==> src/rtl/max_pool_engine.sv <==
// 2x2 stride-2 signed max-pool engine: streams a MAP_W x MAP_W map out of the
// convolution result buffer and writes the pooled (MAP_W/2)^2 map.
module max_pool_engine #(
  parameter int unsigned DATA_W = 8,
  parameter int unsigned MAP_W  = 6,
  parameter int unsigned ADDR_W = 6
) (
  input  logic              clk,
  input  logic              rst,
  input  logic              start,
  output logic              rd_en,
  output logic [ADDR_W-1:0] rd_addr,
  input  logic [DATA_W-1:0] rd_data,
  output logic              wr_en,
  output logic [ADDR_W-1:0] wr_addr,
  output logic [DATA_W-1:0] wr_data,
  output logic              busy,
  output logic              max_pool_done
);

  localparam int unsigned HALF  = MAP_W / 2;
  localparam int unsigned CNT_W = (HALF > 1) ? $clog2(HALF) : 1;
  localparam logic [CNT_W-1:0]  LAST = CNT_W'(HALF - 1);
  localparam logic [ADDR_W-1:0] ROW1 = ADDR_W'(MAP_W);
  localparam logic [ADDR_W-1:0] ROW2 = ADDR_W'(2 * MAP_W);
  localparam logic [ADDR_W-1:0] OUT_ROW = ADDR_W'(HALF);

  typedef enum logic [2:0] {IDLE, RD0, RD1, RD2, RD3, WR, DONE} state_t;

  state_t                   state_q, state_d;
  logic [CNT_W-1:0]         r_q, r_d, c_q, c_d;
  logic signed [DATA_W-1:0] max_q, max_d;
  logic signed [DATA_W-1:0] rd_data_s, cand;
  logic [ADDR_W-1:0]        base_d, rd_addr_d, wr_addr_d;
  logic                     rd_en_d, wr_en_d, busy_d, done_d;

  assign rd_data_s = $signed(rd_data);
  assign cand      = (rd_data_s > max_q) ? rd_data_s : max_q;

  // The last element of a window lands in the WR cycle, so the pooled value is combinational.
  assign wr_data = wr_en ? cand : '0;

  always_ff @(posedge clk) begin
    if (rst) begin
      state_q       <= IDLE;
      r_q           <= '0;
      c_q           <= '0;
      max_q         <= '0;
      rd_en         <= 1'b0;
      rd_addr       <= '0;
      wr_en         <= 1'b0;
      wr_addr       <= '0;
      busy          <= 1'b0;
      max_pool_done <= 1'b0;
    end else begin
      state_q       <= state_d;
      r_q           <= r_d;
      c_q           <= c_d;
      max_q         <= max_d;
      rd_en         <= rd_en_d;
      rd_addr       <= rd_addr_d;
      wr_en         <= wr_en_d;
      wr_addr       <= wr_addr_d;
      busy          <= busy_d;
      max_pool_done <= done_d;
    end
  end

  // Next state, window counters and running max.
  always_comb begin
    state_d = state_q;
    r_d     = r_q;
    c_d     = c_q;
    max_d   = max_q;
    case (state_q)
      IDLE: begin
        if (start) begin
          state_d = RD0;
          r_d     = '0;
          c_d     = '0;
        end
      end
      RD0: state_d = RD1;
      RD1: begin
        state_d = RD2;
        max_d   = rd_data_s;
      end
      RD2: begin
        state_d = RD3;
        max_d   = cand;
      end
      RD3: begin
        state_d = WR;
        max_d   = cand;
      end
      WR: begin
        max_d = cand;
        if (c_q == LAST) begin
          c_d = '0;
          if (r_q == LAST) begin
            r_d     = '0;
            state_d = DONE;
          end else begin
            r_d     = r_q + CNT_W'(1);
            state_d = RD0;
          end
        end else begin
          c_d     = c_q + CNT_W'(1);
          state_d = RD0;
        end
      end
      DONE:    state_d = IDLE;
      default: state_d = IDLE;
    endcase
  end

  // Output values for the upcoming state, registered at the edge that enters it.
  always_comb begin
    base_d    = ADDR_W'(r_d) * ROW2 + ADDR_W'({c_d, 1'b0});
    rd_en_d   = 1'b0;
    rd_addr_d = rd_addr;
    wr_en_d   = 1'b0;
    wr_addr_d = wr_addr;
    busy_d    = (state_d != IDLE);
    done_d    = (state_d == DONE);
    case (state_d)
      RD0: begin
        rd_en_d   = 1'b1;
        rd_addr_d = base_d;
      end
      RD1: begin
        rd_en_d   = 1'b1;
        rd_addr_d = base_d + ADDR_W'(1);
      end
      RD2: begin
        rd_en_d   = 1'b1;
        rd_addr_d = base_d + ROW1;
      end
      RD3: begin
        rd_en_d   = 1'b1;
        rd_addr_d = base_d + ROW1 + ADDR_W'(1);
      end
      WR: begin
        wr_en_d   = 1'b1;
        wr_addr_d = ADDR_W'(r_d) * OUT_ROW + ADDR_W'(c_d);
      end
      default: ;
    endcase
  end

endmodule

==> config.mk <==
export PLATFORM = sky130hd
export DESIGN_NAME = max_pool_engine
export DESIGN_NICKNAME = d
export VERILOG_FILES = /design/src/rtl/max_pool_engine.sv
export SDC_FILE = /design/constraint.sdc
export NUM_CORES = 1
export LEC_CHECK = 0
export CAP_MARGIN = 30
export CORE_MARGIN = 8
export CORE_UTILIZATION = 36
export CTS_CLUSTER_SIZE = 30
export DETAILED_ROUTE_END_ITERATION = 16
export GPL_ROUTABILITY_DRIVEN = 0
export SYNTH_ARGS = -nofsm -noshare
export SYNTH_HDL_FRONTEND = slang
export SYNTH_SLANG_ARGS = --single-unit
==> constraint.sdc <==
create_clock -name clk -period 3.35 [get_ports clk]
set_input_delay 0.67 -clock clk [delete_from_list [all_inputs] [get_ports clk]]
set_output_delay 0.67 -clock clk [all_outputs]
set_load 0.02 [all_outputs]
==> impl_metrics.csv <==
group,metric,value,unit
clock_tree,clockBufferDepth,2,
power,peakVddDrop,0.193,mV
sta,fmax,304,MHz
place,place_area,2530,µm²
drt,drc_errors,0,
synth,synth_edf_count,0,
clock_tree,htreeDepth,2,
setup_path,worstSetupPathType,"in2out",
floorplanning,die-width,91.0,µm
setup_path,crit_arrival,2620,ps
flow_run,cap_violations,0,
sta,period_minus_slack,3290,ps
sta,skew,4.41,ps
setup_path,critical_path_peak_fanout,9,
floorplanning,initial_core_util,37.0,%
sta,worstMarginPinSlew,706,ps
global_route,met3_usage,3.46,%
final_layout,syn_to_final_growth,35.9,%
sta,rsz0062_at_grt,"yes",
floorplanning,core_area,5470,µm²
clock_tree,clock_sinks,29,
floorplanning,die_area,8270,µm²
final_layout,n_antenna_cell,0,
clock_tree,root_buffer,"clkbuf_8",
synth,yosysSeqAreaShare,28.7,%
final_layout,drive_above_1_share,24.7,%
sta,finalHoldViolCount,0,
drt,vias,1917,
drt,ant_nets,0,
final_layout,final_area,2750,µm²
setup_path,worst_setup_path_start_kind,"primary input",
setup_path,end_kind,"output port",
global_route,grt.busiest_layer,"met2",
floorplanning,rows,27,
setup_path,rrSetupSlack,480,ps
worst_hold_path,hold_path_class,"reg2reg",
global_route,grt_max_degree,19,
global_route,grt_usage,12.1,%
drt,wl,5210,µm
synth,synth_area_per_cell,8.06,µm²
status,status,"complete, no violations",
place,dp_hpwl,3880,µm
sta,drv_slew,0,
clock_tree,cts_buffers,5,
final_layout,fin_nets,331,
clock_tree,clk_latency,280,ps
synth,ys_types,52,
clock_tree,cts_tree,"done",
synth,synth_seq_cells,29,
sta,relSlewSlack,52.6,%
global_route,grtUsageMet2,19.8,%
power,p_per_area,379,nW/µm²
synth,synth_area,2020,µm²
global_route,grt_overflow,0,
sta,worst_hold_slack,460,ps
clock_tree,cts.clk_slew.worst_paths,60,ps
global_route,grt_pass1_wl,8400,µm
power,leakage,1.14,nW
sta,setup_viol,0,
floorplanning,num_io_pins,35,
global_route,met1_usage,14.6,%
global_route,grt_pass1_vias,1824,
place,place_ws,-455,ps
synth,ys.flop_type,"dfxtp_1",
sta,min_period_over_period,98.3,%
place,port-buffer-count,32,
global_route,grt_antenna_before_repair,0,
drt,wire_per_inst,13.9,µm
synth,syn_inst,251,
floorplanning,fp.dieH,91.0,µm
drt,drtIter0Drc,77,
sta,fin_ws,56.8,ps
drt,first_pass_iters,4,
synth,async_reset_ff_share,0,%
synth,ys_warn_count,0,
setup_path,cp_data_required_time,2680,ps
sta,setup_tns,0,ps
drt,viasPerCell,5.10,
==> where the power goes <==
group	internal, mW	switching [mW]
Clock	0.185	0.133
Sequential	0.370	0.0255
Combinational	0.152	0.177
Total	0.707	0.336
==> cell usage in the layout (no fill, tap or decap), types with 6 or more instances in the layout <==
cell / netlist / layout
clkbuf_8: 0 / 7
nand4_1: 8 / 8
o21ai_1: 6 / 7
nor2_1: 19 / 19
nand2b_1: 9 / 9
inv_1: 18 / 18
buf_4: 3 / 29
a21oi_2: 1 / 8
clkdlybuf4s50_1: 0 / 21
ha_1: 15 / 13
o21ai_0: 10 / 6
dfxtp_1: 29 / 29
a21oi_1: 20 / 13
nand2_1: 23 / 22
o221ai_1: 6 / 6
a22oi_1: 7 / 7
nand3_1: 10 / 8
==> worst max-delay path, cell delays in order <==
cell and delay [ps]:
clkdlybuf4s50_1 420, ha_1 300, nand4_1 160, o32a_1 420, and2_4 220, o21ai_1 180, a21oi_2 80, buf_4 170
==> registers in the layout (all words and copies together), names as in the netlist <==
| signal | cells |
|---|---|
| max_q | 8 |
| rd_addr | 6 |
| wr_addr | 4 |
| state_q | 3 |
| c_q | 2 |
| r_q | 2 |
| busy | 1 |
| max_pool_done | 1 |
| rd_en | 1 |
| wr_en | 1 |
==> stage by stage <==
| stage | total power, mW | util [%] | cells |
|---|---|---|---|
| final | 1.04 | 50.2 | 376 |
| after global routing | 1.11 | 50.2 | 376 |
| after CTS | 1.02 | 47.5 | 373 |
| after detailed placement | 0.699 | 46.2 | 365 |
| after global placement | 0.696 | 46.2 | 365 |
| after floorplan | 0.592 | - | 252 |
==> per-layer routing <==
layer,vias up,wire length (µm)
met1,883,2420
li1,995,-
met3,5,222
met5,-,0
met4,0,47
met2,34,2530
==> logic make-up after synthesis <==
family	count (synthesis)	share of synthesized area, %
AND/OR/NAND/NOR	95	26.3
AO/OA/AOI/OAI	69	22.9
buffers and inverters	34	7.92
flip-flops	29	28.7
adder cells (fa/ha/maj)	17	11.3
XOR/XNOR	4	1.73
multiplexers	2	0.990
other	1	0.185
==> cell type report <==
type                    count  area (µm²)
well taps                  72        90.1
multi-input cells         189        1380
clock buffers               7        96.3
inverters                  19        71.3
flip-flops and latches     29         581
clock inverters             1        5.00
fillers                   578        2720
repair buffers             59         527
==> synthesized netlist by cell type, types with 2 or more instances <==
| library cell | n | area (µm²) |
|---|---|---|
| xor2_1 | 2 | 17.5 |
| nor4_1 | 4 | 25.0 |
| xnor2_1 | 2 | 17.5 |
| a21o_1 | 2 | 15.0 |
| a22oi_1 | 7 | 52.6 |
| ha_1 | 15 | 188 |
| a21oi_1 | 20 | 100 |
| dfxtp_1 | 29 | 581 |
| inv_1 | 18 | 67.6 |
| o221ai_1 | 6 | 52.6 |
| nor3_1 | 5 | 25.0 |
| buf_2 | 5 | 25.0 |
| o21bai_1 | 2 | 15.0 |
| nand2_1 | 23 | 86.3 |
| nand2b_1 | 9 | 56.3 |
| mux2i_1 | 2 | 20.0 |
| nor2_2 | 2 | 12.5 |
| a211oi_1 | 3 | 22.5 |
| fa_1 | 2 | 40.0 |
| nor2_1 | 19 | 71.3 |
| nor2b_1 | 4 | 25.0 |
| buf_4 | 3 | 22.5 |
| nand4_1 | 8 | 50.1 |
| o21ai_1 | 6 | 30.0 |
| o21ai_0 | 10 | 50.1 |
| clkbuf_1 | 5 | 18.8 |
| o21a_1 | 2 | 15.0 |
| buf_6 | 2 | 22.5 |
| and2_0 | 2 | 12.5 |
| nand3_1 | 10 | 50.1 |
==> path summary, 6_finish.rpt <==
path | startpoint | to | cells after the start
setup / recovery | rd_data[5] | wr_data[0] | 8
hold / removal | rd_addr[2] | rd_addr[2] | 2
setup reg to reg | state_q[1] | wr_addr[2] | 10
hold reg to reg | rd_addr[2] | rd_addr[2] | 2
==> what timing repair did <==
action	CTS	global route
setup endpoints to repair	8	8
gates resized for setup	35	37
pin swaps	0	9
hold buffers	0	0
buffers inserted	0	3
(Power assumes the default switching activity.)
